**config.mk**
```make
export PLATFORM = sky130hd
export DESIGN_NAME = lamp_decoder
export DESIGN_NICKNAME = d
export VERILOG_FILES = /design/src/rtl/lamp_decoder.sv
export SDC_FILE = /design/constraint.sdc
export NUM_CORES = 1
export LEC_CHECK = 0
export ABC_AREA = 1
export BUFFER_PORTS_ARGS = -buffer_cell sky130_fd_sc_hd__clkbuf_2
export CAP_MARGIN = 25
export CORE_MARGIN = 2
export CORE_UTILIZATION = 50
export DETAILED_ROUTE_END_ITERATION = 10
export GPL_TIMING_DRIVEN = 0
export PLACE_DENSITY = 0.83
export SLEW_MARGIN = 15
export SYNTH_ARGS = -nofsm -noshare
export SYNTH_HDL_FRONTEND = slang
export SYNTH_SLANG_ARGS = --single-unit
```
**constraint.sdc**
```tcl
create_clock -name CLK -period 2.2 [get_ports CLK]
set_input_delay 0.22 -clock CLK [delete_from_list [all_inputs] [get_ports CLK]]
set_output_delay 0.22 -clock CLK [all_outputs]
set_load 0.01 [all_outputs]
```
**src/rtl/lamp_decoder.sv**
```systemverilog
// rtl/lamp_decoder.sv - letter code to one-hot lamp sequencer with hold and dark gap
module lamp_decoder #(
  parameter int HOLD_CYCLES = 8,
  parameter int GAP_CYCLES  = 2
) (
  input  logic        CLK,
  input  logic        RST,
  input  logic [4:0]  LET,
  input  logic        LET_VALID,
  input  logic        CLEAR,
  output logic        LET_READY,
  output logic [25:0] LAMP,
  output logic        BUSY,
  output logic        ERR
);

  typedef enum logic [1:0] {
    IDLE = 2'd0,
    SHOW = 2'd1,
    GAP  = 2'd2
  } state_t;

  state_t       r_state;
  logic [15:0]  r_cnt;
  logic [25:0]  r_lamp;
  logic         r_err;
  logic         w_take;

  assign LET_READY = (r_state == IDLE) & ~CLEAR & ~RST;
  assign w_take    = LET_VALID & LET_READY;
  assign LAMP      = r_lamp;
  assign BUSY      = (r_state != IDLE);
  assign ERR       = r_err;

  always_ff @(posedge CLK or posedge RST) begin
    if (RST) begin
      r_state <= IDLE;
      r_cnt   <= 16'd0;
      r_lamp  <= 26'd0;
      r_err   <= 1'b0;
    end else if (CLEAR) begin
      r_state <= IDLE;
      r_cnt   <= 16'd0;
      r_lamp  <= 26'd0;
      r_err   <= 1'b0;
    end else begin
      r_err <= 1'b0;
      case (r_state)
        IDLE: begin
          if (w_take) begin
            if (LET <= 5'd25) begin
              r_state <= SHOW;
              r_lamp  <= 26'd1 << LET;
              r_cnt   <= 16'(HOLD_CYCLES - 1);
            end else begin
              // out-of-range code is consumed; only the error pulse remains
              r_err <= 1'b1;
            end
          end
        end
        SHOW: begin
          if (r_cnt != 16'd0) begin
            r_cnt <= r_cnt - 16'd1;
          end else begin
            r_lamp <= 26'd0;
            if (GAP_CYCLES == 0) begin
              r_state <= IDLE;
            end else begin
              r_state <= GAP;
              r_cnt   <= 16'(GAP_CYCLES - 1);
            end
          end
        end
        GAP: begin
          r_lamp <= 26'd0;
          if (r_cnt != 16'd0) begin
            r_cnt <= r_cnt - 16'd1;
          end else begin
            r_state <= IDLE;
          end
        end
        default: begin
          r_state <= IDLE;
          r_cnt   <= 16'd0;
          r_lamp  <= 26'd0;
        end
      endcase
    end
  end

endmodule
```
Word level (Yosys, flattened, before mapping)
Cells that the tools add are included.
Word-level totals
  register bits: 45
  word-level logic and storage cells: 46
  output and inout bits: 29
Operators by class
  equal/unequal tests: 7
  bitwise logic cells: 5
  reduce and logical (&&, ||, !) cells: 6
  shift-type cells: 1
  add/sub/neg operators: 1
  mux-type cells: 21
  magnitude comparators: 1
Operators with widths (number)
  $mux 26: 4
  $mux 16: 5
  $pmux 26 s2: 1
  $pmux 16 s3: 1
  $shl 1x5->26 const A: 1
  $reduce_bool 16->1: 1
  $sub 16x1->16 const B: 1
  $ne 3x3->1 const B: 4
  $mux 2: 5
  $pmux 2 s3: 1
  $reduce_and 3->1: 2
  $le 5x5->1 const B: 1
  $mux 1: 4
  $reduce_and 4->1: 1
  $and 1x1->1: 3
  $ne 3x2->1 const B: 1
  $eq 2x1->1 const B: 1
  $eq 2x2->1 const B: 1
  $logic_not 2->1: 1
  $not 1->1: 2
  $reduce_bool 2->1: 1

Longest topological paths before layout
Gate-level depths: netlist (run 1).
  word-level depth: 7
  gate-level depth with buffers: 11
  mapped depth without buffers: 10

Least setup slack after synthesis (run 1)
OpenSTA, ideal clock, no wires.
  path type: flip-flop to flip-flop
  start point: register r_cnt[0]
  end point: register r_lamp[18] (netlist: LAMP[18])
  library setup time: 0.118 ns
  stages on the path, launching flop included: 11
  data arrival time: 1.481 ns
  path slack: 0.601 ns
  path buffers: 1
  required time: 2.082 ns
  period minus slack after synthesis: 1.599 ns
  path through: dfrtp_1 > inv_1 > ha_1 > nand2_4 > nor2_4 > nand2_4 > nand3_4 > nand2_4 > buf_6 > nand2_1 > o21ai_2
On the way
  word-level cells in the longest chain between the ends: 3
Ends and longest elaborated chain
  start, declared: line 24  | logic [15:0] r_cnt;
  start signal, assigned: line 54  | r_cnt <= 16'(HOLD_CYCLES - 1);
  start signal, assigned: line 63  | r_cnt <= r_cnt - 16'd1;
  start signal, assigned: line 70  | r_cnt <= 16'(GAP_CYCLES - 1);
  $reduce_bool 16->1: line 62  | if (r_cnt != 16'd0) begin
  $ne 3x3->1 (no source line)
  $reduce_and 3->1 (no source line)
  end signal, assigned: line 53  | r_lamp <= 26'd1 << LET;
  end, declared: line 25  | logic [25:0] r_lamp;
No other way between the ends.
A chain may end at the register's enable or synchronous reset.

Final worst setup path (run 1)
  start point: register r_cnt[0]
  end point: register r_cnt[14]
On the way
  word-level cells in the longest chain between the ends: 4
Ends and longest elaborated chain
  $sub 16x1->16 / $reduce_bool 16->1 (equally long branches)
  $mux 16 (on tied branches): line 76, 62
  $pmux 16 s3: line 48  | case (r_state)
  $mux 16: line 41  | end else if (CLEAR) begin
Several ways; a longest one is shown, not always the timed one. The select of a mux whose other input is x is not followed.

==> impl_metrics.env, run 1 <==
export IMPL_synth_top_area_share_pct=42.27
export IMPL_ys_types=27
export IMPL_fillCellCount=481
export IMPL_cts_buffers=5
export IMPL_synth_area_per_cell_um2=7.504
export IMPL_grt_pass1_wl_um=10540
export IMPL_multi_input_area_um2=1295
export IMPL_arrival_ns=2.09
export IMPL_critPathMaxStageDelay_ns=0.39
export IMPL_slew_headroom_pct=70.38
export IMPL_worstMarginPinSlew_ns=0.4438
export IMPL_final_util_pct=59.42
export IMPL_timing_fmax_mhz=526.0
export IMPL_synth_area_top_cells="dfrtp_1 42%, nand2_1 17%, o21ai_2 7.6%"
export IMPL_ys_seq_area_share_pct=42.27
export IMPL_fp_row_count=26
export IMPL_path_clk_slew_ns=0.09
export IMPL_rsz0062_at_grt="no"
export IMPL_path_delay_family="simple AND/OR/NAND/NOR gates"
export IMPL_syn_inst=355
export IMPL_status="completed"
export IMPL_vdd_drop_max_mv=0.4234
export IMPL_postRouteWirelength_um=5967
export IMPL_power_density_cell_area_nw_per_um2=826.7
export IMPL_grt_ovfl_total=0
export IMPL_yosys_warnings=0
export IMPL_hold_violations=0
export IMPL_grt_usage_pct=21.65
export IMPL_seq_power_share_pct=38.1
export IMPL_wire_per_inst_um=12.64
export IMPL_switchingPower_uw=1061
export IMPL_post_route_period_util_pct=86.41
export IMPL_power_frac_comb_pct=41.5
export IMPL_finalHoldWorstSlack_ns=0.1506
export IMPL_cts_sink_count=45
export IMPL_p_total_uw=2525
export IMPL_p_leak_uw=0.001627
export IMPL_cts_tree="yes"
export IMPL_vias_per_cell=5.085
export IMPL_dp_hpwl_um=4445
export IMPL_crit_slowest_cell="dfrtp_1"
export IMPL_syn_area_um2=2664
export IMPL_root_buffer="clkbuf_8"
export IMPL_finalSetupViolCount=0
export IMPL_grt_pass1_vias=2403
export IMPL_cts_resized_gates=0
export IMPL_min_path_type="in2reg"
export IMPL_synth_nets=365
export IMPL_start_util_pct=51.83
export IMPL_synth_largest_area_cell="dfrtp_1"
export IMPL_drc=0
export IMPL_skew_ns=0.009672
export IMPL_clk_latency_ns=0.30
export IMPL_timing_final_crit_period_ns=1.901
export IMPL_dieArea_um2=5927
export IMPL_crit_path_start_kind="register"
export IMPL_tns_ns=0
export IMPL_crit_required_ns=2.38
export IMPL_firstDrtPassIters=4
export IMPL_crit_fanout=9
export IMPL_syn_to_final_growth_pct=14.65
export IMPL_clockBufferDepth=2
export IMPL_num_antenna_cells=0
export IMPL_ys_ff_latch=45
export IMPL_swShare_pct=42.03
export IMPL_crit_buf_inv=2
export IMPL_path_class="reg2reg"
export IMPL_first_iter_violations=248
export IMPL_cts_setup_buffers=0
export IMPL_antenna_found_initial=0
export IMPL_ant_nets=0
export IMPL_io_pins=38
export IMPL_clkPwrFrac_pct=20.4
export IMPL_internal_power_uw=1464
export IMPL_io_buffers=37
export IMPL_drv_slew=0
export IMPL_die_w_um=76.99
export IMPL_core_area_um2=5140
export IMPL_end_kind="register"
export IMPL_drive_gt1_share_pct=24.13
export IMPL_regArea_um2=1126
export IMPL_fp_dieH_um=76.99
export IMPL_max_cap_violations=0
export IMPL_place_gp_congestion=0.9219
export IMPL_grt_start_max_net_pins=34
export IMPL_num_nets_final=411
export IMPL_htree_levels=2
export IMPL_path_cells="inv_1 -> ha_1 -> nand2_4 -> nor2_4 -> nand2_4 -> nand3_4 -> nand3_1 -> inv_1 -> nor2_1"
export IMPL_via_count=2400
## tightest hold or removal path, cell delays in order
cell      delay (ns)
clkbuf_2        0.09
inv_1           0.06
nor4_1          0.05
## through the flow
step	worst slack, ns	instance area (um^2)	std cells
2_1_floorplan	0.6013	2664	355
3_3_place_gp	0.3183	2937	462
3_5_place_dp	0.3585	2957	463
4_1_cts	0.3302	3054	472
5_1_grt	0.2072	3054	472
6_report	0.2990	3054	472
## what timing repair did
item	in CTS	in global routing
setup endpoints to repair	0	0
hold endpoints to repair	12	0
hold buffers	1	0
## final timing paths
check / depth (start not counted) / slack [ns] / start / endpoint
setup / recovery: 9 / 0.30 / r_cnt[0]$_DFFE_PP0P_ / r_cnt[14]$_DFFE_PP0P_
hold / removal: 3 / 0.15 / LET_VALID / ERR$_DFF_PP0_
setup reg to reg: 9 / 0.30 / r_cnt[0]$_DFFE_PP0P_ / r_cnt[14]$_DFFE_PP0P_
hold reg to reg: 2 / 0.49 / LAMP[8]$_DFFE_PP0P_ / LAMP[8]$_DFFE_PP0P_
max in group asynchronous: 4 / 1.28 / RST / r_cnt[10]$_DFFE_PP0P_
min in group asynchronous: 3 / 0.45 / RST / LAMP[8]$_DFFE_PP0P_
## sequential cells by signal, summed over array words and instances, names as in the netlist
signal   cells
ERR          1
LAMP        26
r_cnt       16
r_state      2
## synthesized netlist by cell type
master / number
nand4_1: 9
nor4_1: 3
nand3_1: 33
nand2_4: 3
clkinv_1: 1
nor2_1: 40
inv_1: 35
inv_4: 1
ha_1: 1
o211ai_1: 1
nand2_2: 2
clkinv_4: 1
o21ai_1: 4
nand3_4: 1
buf_6: 6
buf_2: 2
and2_1: 1
o21ai_2: 23
xor2_1: 5
nor3_1: 6
inv_2: 2
nor2_2: 6
nand2_1: 120
nor2_4: 2
dfrtp_1: 45
buf_4: 1
a21oi_2: 1
## cell usage in the layout, fill, tap and decap left out, types with 5 or more instances in the layout
cell type  netlist  final
nand2_1        120    120
buf_6            6      6
nand4_1          9      9
nor2_1          40     40
nor3_1           6      6
clkbuf_2         0     37
inv_1           35     34
nand3_1         33     33
nor2_2           6      6
dfrtp_1         45     45
o21ai_2         23     23
clkbuf_8         0      5
xor2_1           5      5
## layout make-up
class / count / share of cell area, %
Multi-Input combinational cell: 261 / 42.40
Clock inverter: 2 / 0.4916
Clock buffer: 6 / 2.376
Buffer: 9 / 2.786
Inverter: 40 / 5.162
Tap cell: 70 / 2.868
Sequential cell: 45 / 36.87
Timing Repair Buffer: 39 / 7.046
## power groups by stage
stage	clock network (uW)	logic, uW	registers [uW]
floorplan	0	822	965
global placement	0	993	974
detailed placement	0	1030	976
CTS	533	1040	960
global route	563	1200	971
finish	515	1050	961
## layer usage
metal  up-vias  wire length, um  global-route usage, %
met4         0              113                  8.036
met2        74             3041                  37.46
li1       1209                -                      -
met3        14              305                  3.412
met5         -                0                      0
met1      1103             2508                  27.34
## cells by family (layout without fill, tap and decap cells)
family	count (synthesis)	after routing	share of synthesized area, %
XOR/XNOR	5	5	1.644
buffers and inverters	49	96	9.113
adder cells (fa/ha/maj)	1	1	0.4696
AO/OA/AOI/OAI	29	29	8.924
flip-flops	45	45	42.27
AND/OR/NAND/NOR	226	226	37.58
Power figures use the tool's default switching activity.
==> inputs of run 2 (changes only) <==
--- a/config.mk
+++ b/config.mk
@@ -10,6 +10,7 @@
 export CAP_MARGIN = 25
 export CORE_MARGIN = 2
 export CORE_UTILIZATION = 50
+export CTS_BUF_LIST = sky130_fd_sc_hd__clkbuf_8
 export DETAILED_ROUTE_END_ITERATION = 10
 export GPL_TIMING_DRIVEN = 0
 export PLACE_DENSITY = 0.83
==> impl_metrics.env, run 2 (synthesis results as in run 1) <==
export IMPL_power_density_cell_area_nw_per_um2=825.5
export IMPL_path_delay_family="simple AND/OR/NAND/NOR gates"
export IMPL_dieArea_um2=5927
export IMPL_clk_latency_ns=0.30
export IMPL_via_count=2408
export IMPL_core_area_um2=5140
export IMPL_end_kind="register"
export IMPL_drc=0
export IMPL_largest_register_ffs=26
export IMPL_r2r_end="r_cnt[14]$_DFFE_PP0P_"
export IMPL_cts_sink_count=45
export IMPL_critPathMaxStageDelay_ns=0.39
export IMPL_critPathCapture="r_cnt[14]$_DFFE_PP0P_"
export IMPL_min_path_type="in2reg"
export IMPL_crit_buf_inv=2
export IMPL_num_antenna_cells=0
export IMPL_finalHoldWorstSlack_ns=0.1516
export IMPL_grt_ovfl_total=0
export IMPL_post_route_period_util_pct=86.63
export IMPL_start_util_pct=51.83
export IMPL_grt_start_max_net_pins=34
export IMPL_hold_violations=0
export IMPL_tns_ns=0
export IMPL_grt_usage_pct=21.65
export IMPL_io_pins=38
export IMPL_stdcell_count=472
export IMPL_crit_path_start_kind="register"
export IMPL_path_cells="inv_1 -> ha_1 -> nand2_4 -> nor2_4 -> nand2_4 -> nand3_4 -> nand3_1 -> inv_1 -> nor2_1"
export IMPL_drive_gt1_share_pct=24.13
export IMPL_firstDrtPassIters=4
export IMPL_vdd_drop_max_mv=0.4230
export IMPL_max_cap_violations=0
export IMPL_dp_hpwl_um=4445
export IMPL_r2r_start="r_cnt[0]$_DFFE_PP0P_"
export IMPL_crit_path_start="r_cnt[0]$_DFFE_PP0P_"
export IMPL_crit_required_ns=2.38
export IMPL_cts_tree="yes"
export IMPL_worstMarginPinSlew_ns=0.4440
export IMPL_cts_buffers=5
export IMPL_grt_pass1_vias=2403
export IMPL_fp_row_count=26
export IMPL_timing_final_crit_period_ns=1.906
export IMPL_first_iter_violations=248
export IMPL_path_class="reg2reg"
export IMPL_crit_fanout=9
export IMPL_dp_cells=463
export IMPL_crit_slowest_cell="dfrtp_1"
export IMPL_fp_dieH_um=76.99
export IMPL_wire_per_inst_um=12.68
export IMPL_root_buffer="clkbuf_8"
export IMPL_grt_pass1_wl_um=10540
export IMPL_postRouteWirelength_um=5984
export IMPL_p_leak_uw=0.001631
export IMPL_die_w_um=76.99
export IMPL_num_nets_final=411
export IMPL_rrSetupSlack_ns=0.29
export IMPL_timing_fmax_mhz=524.7
export IMPL_vias_per_cell=5.102
export IMPL_cp_depth=9
export IMPL_fillCellCount=481
export IMPL_ff2ff_path_depth=9
export IMPL_finalSetupViolCount=0
export IMPL_antenna_found_initial=0
export IMPL_final_util_pct=59.42
export IMPL_slew_headroom_pct=70.37
export IMPL_drv_slew=0
export IMPL_layout_common_cells="120 x nand2_1, 45 x dfrtp_1, 40 x nor2_1, 37 x clkbuf_2, 35 x inv_1"
export IMPL_ant_nets=0
export IMPL_skew_ns=0.009377
export IMPL_status="completed"
export IMPL_arrival_ns=2.09
export IMPL_place_gp_congestion=0.9219
export IMPL_cts_resized_gates=0
export IMPL_htree_levels=2
export IMPL_clockBufferDepth=2
export IMPL_final_common_cell="nand2_1"
export IMPL_path_clk_slew_ns=0.09
export IMPL_syn_to_final_growth_pct=14.65
export IMPL_rsz0062_at_grt="no"
export IMPL_io_buffers=37
## run 2: cell count changes in the layout (fill, tap and decap cells not counted), sizes merged
cell	previous run	this run
clkbuf	43	42
inv	38	39
## run 2: worst min path at each step
stage	startpoint	endpoint	slack (ns)	depth (start not counted)
final	LET_VALID	ERR$_DFF_PP0_	0.15	3
after CTS	LET_VALID	ERR$_DFF_PP0_	0.15	3
after detailed placement	RST	LAMP[8]$_DFFE_PP0P_	0.21	2
after global routing	LET_VALID	ERR$_DFF_PP0_	0.16	3
after floorplan	RST	ERR$_DFF_PP0_	0.29	1
after global placement	RST	ERR$_DFF_PP0_	0.43	2
## run 2: what timing repair did
| action | 4_1_cts | 5_1_grt |
|---|---|---|
| hold buffers | 1 | 0 |
| setup buffers | 0 | 0 |
| endpoints found under the hold margin | 12 | 0 |
## run 2: layout make-up
class                           count  area, um^2  share of cell area [%]
Inverter                           40       157.7                   5.162
Multi-Input combinational cell    261        1295                   42.40
Tap cell                           70       87.58                   2.868
Clock buffer                        5       68.82                   2.253
Buffer                              9       85.08                   2.786
Timing Repair Buffer               39       215.2                   7.046
Clock inverter                      3       18.77                  0.6145
Sequential cell                    45        1126                   36.87
## run 2: stage by stage
step | setup WS (ns) | total power, uW | area [um^2]
floorplan | 0.6013 | 1788 | 2664
CTS | 0.3302 | 2529 | 3054
global route | 0.2072 | 2731 | 3054
global placement | 0.3183 | 1967 | 2937
detailed placement | 0.3585 | 2009 | 2957
finish | 0.2941 | 2521 | 3054
## run 2: tightest hold or removal path, cell delays in order
cell,delay [ns]
clkbuf_2,0.09
inv_1,0.06
nor4_1,0.05
## run 2: report_power, final
part | total, uW | switching (uW) | leakage, uW | internal [uW]
registers | 962 | 62.1 | 0.000619 | 899
logic | 1050 | 710 | 0.000970 | 340
clock network | 510 | 290 | 0.0000416 | 220
total | 2520 | 1060 | 0.00163 | 1460
## run 2: per-layer routing
layer / vias to the layer above / global-route usage [%] / share of wire [%]
met1: 1112 / 27.34 / 42
li1: 1209 / - / -
met2: 73 / 37.46 / 51
met5: - / 0 / 0
met4: 0 / 8.036 / 1.9
met3: 14 / 3.412 / 4.8
==> inputs of run 3 (changes only) <==
--- a/config.mk
+++ b/config.mk
@@ -13,7 +13,7 @@
 export CTS_BUF_LIST = sky130_fd_sc_hd__clkbuf_8
 export DETAILED_ROUTE_END_ITERATION = 10
 export GPL_TIMING_DRIVEN = 0
-export PLACE_DENSITY = 0.83
+export PLACE_DENSITY = 0.81
 export SLEW_MARGIN = 15
 export SYNTH_ARGS = -nofsm -noshare
 export SYNTH_HDL_FRONTEND = slang
==> impl_metrics.env, run 3 (synthesis results as in run 1) <==
export IMPL_clk_latency_ns=0.30
export IMPL_ant_nets=0
export IMPL_finalHoldWorstSlack_ns=0.1722
export IMPL_layout_common_cells="120 x nand2_1, 45 x dfrtp_1, 40 x nor2_1, 37 x clkbuf_2, 35 x inv_1"
export IMPL_path_clk_slew_ns=0.09
export IMPL_die_w_um=76.99
export IMPL_crit_required_ns=2.39
export IMPL_drv_slew=0
export IMPL_final_util_pct=59.42
export IMPL_num_nets_final=411
export IMPL_hold_violations=0
export IMPL_io_buffers=37
export IMPL_drc=0
export IMPL_crit_path_start_kind="register"
export IMPL_drive_gt1_share_pct=24.13
export IMPL_vias_per_cell=5.197
export IMPL_power_density_cell_area_nw_per_um2=823.9
export IMPL_clockBufferDepth=2
export IMPL_worstMarginPinSlew_ns=0.4887
export IMPL_grt_ovfl_total=0
export IMPL_cts_tree="yes"
export IMPL_slew_headroom_pct=67.12
export IMPL_start_util_pct=51.83
export IMPL_fp_row_count=26
export IMPL_crit_fanout=9
export IMPL_wire_per_inst_um=12.93
export IMPL_core_area_um2=5140
export IMPL_cts_setup_buffers=0
export IMPL_arrival_ns=2.07
export IMPL_cts_buffers=5
export IMPL_grt_pass1_vias=2447
export IMPL_postRouteWirelength_um=6105
export IMPL_dp_cells=463
export IMPL_timing_final_crit_period_ns=1.875
export IMPL_p_leak_uw=0.001631
export IMPL_min_path_type="in2reg"
export IMPL_timing_fmax_mhz=533.4
export IMPL_tns_ns=0
export IMPL_via_count=2453
export IMPL_end_kind="register"
export IMPL_antenna_found_initial=0
export IMPL_grt_pass1_wl_um=10740
export IMPL_firstDrtPassIters=5
export IMPL_post_route_period_util_pct=85.22
export IMPL_syn_to_final_growth_pct=14.65
export IMPL_first_iter_violations=169
export IMPL_fp_dieH_um=76.99
export IMPL_root_buffer="clkbuf_8"
export IMPL_io_pins=38
export IMPL_dieArea_um2=5927
export IMPL_rsz0062_at_grt="no"
export IMPL_largest_register_ffs=26
export IMPL_place_ws_ns=0.3735
export IMPL_path_class="reg2reg"
export IMPL_setup_ws_ns=0.3252
export IMPL_htree_levels=2
export IMPL_place_gp_congestion=0.9591
export IMPL_num_antenna_cells=0
export IMPL_status="completed"
export IMPL_skew_ns=0.005747
export IMPL_dp_hpwl_um=4503
export IMPL_final_common_cell="nand2_1"
export IMPL_stdcell_count=472
export IMPL_cts_sink_count=45
export IMPL_vdd_drop_max_mv=0.3342
export IMPL_grt_usage_pct=22.23
export IMPL_finalSetupViolCount=0
export IMPL_max_cap_violations=0
export IMPL_grt_start_max_net_pins=32
## run 3: area by class of cell
cell class                      instances  area, um^2
Fill cell                             483        2086
Multi-Input combinational cell        261        1295
Sequential cell                        45        1126
Timing Repair Buffer                   39       215.2
Inverter                               40       157.7
Tap cell                               70       87.58
Buffer                                  9       85.08
Clock buffer                            5       68.82
Clock inverter                          3       18.77
## run 3: per-layer routing
layer / up-vias / track usage, % / wire, um
li1: 1222 / - / -
met1: 1124 / 27.56 / 2541
met2: 88 / 37.98 / 3084
met3: 19 / 3.647 / 317
met4: 0 / 10.18 / 162
met5: - / 0 / 0
## run 3: metrics by stage
step | power [uW] | cell area [um^2]
after CTS | 2519 | 3054
after global routing | 2710 | 3054
final | 2516 | 3054
after detailed placement | 2002 | 2957
after global placement | 1969 | 2937
after floorplan | 1788 | 2664
## run 3: final timing paths
kind                                      start                endpoint  slack, ns  depth (start not counted)
max                        r_cnt[0]$_DFFE_PP0P_   r_cnt[14]$_DFFE_PP0P_       0.33                          9
min reg2reg                LAMP[15]$_DFFE_PP0P_    LAMP[15]$_DFFE_PP0P_       0.49                          2
max in group asynchronous                   RST   r_cnt[15]$_DFFE_PP0P_       1.24                          4
max reg2reg                r_cnt[0]$_DFFE_PP0P_   r_cnt[14]$_DFFE_PP0P_       0.33                          9
min in group asynchronous                   RST     LAMP[8]$_DFFE_PP0P_       0.49                          3
min                                   LET_VALID  r_state[0]$_DFFE_PP0P_       0.17                          3
## run 3: what timing repair did
action,4_1_cts,5_1_grt
endpoints found under the hold margin,14,0
resized for setup,0,0
hold buffers,1,0
## run 3: report_power, final
part           internal [uW]  switching [uW]  leakage [uW]
Sequential               899            62.2      0.000619
Clock                    220             299     0.0000416
Combinational            339             698      0.000970
Total                   1460            1060       0.00163
## run 3: worst max-delay path, cell delays in order (launching register included)
cell,delay [ns]
dfrtp_1,0.39
inv_1,0.19
ha_1,0.29
nand2_4,0.11
nor2_4,0.14
nand2_4,0.11
nand3_4,0.11
nand3_1,0.19
inv_1,0.16
nor2_1,0.07
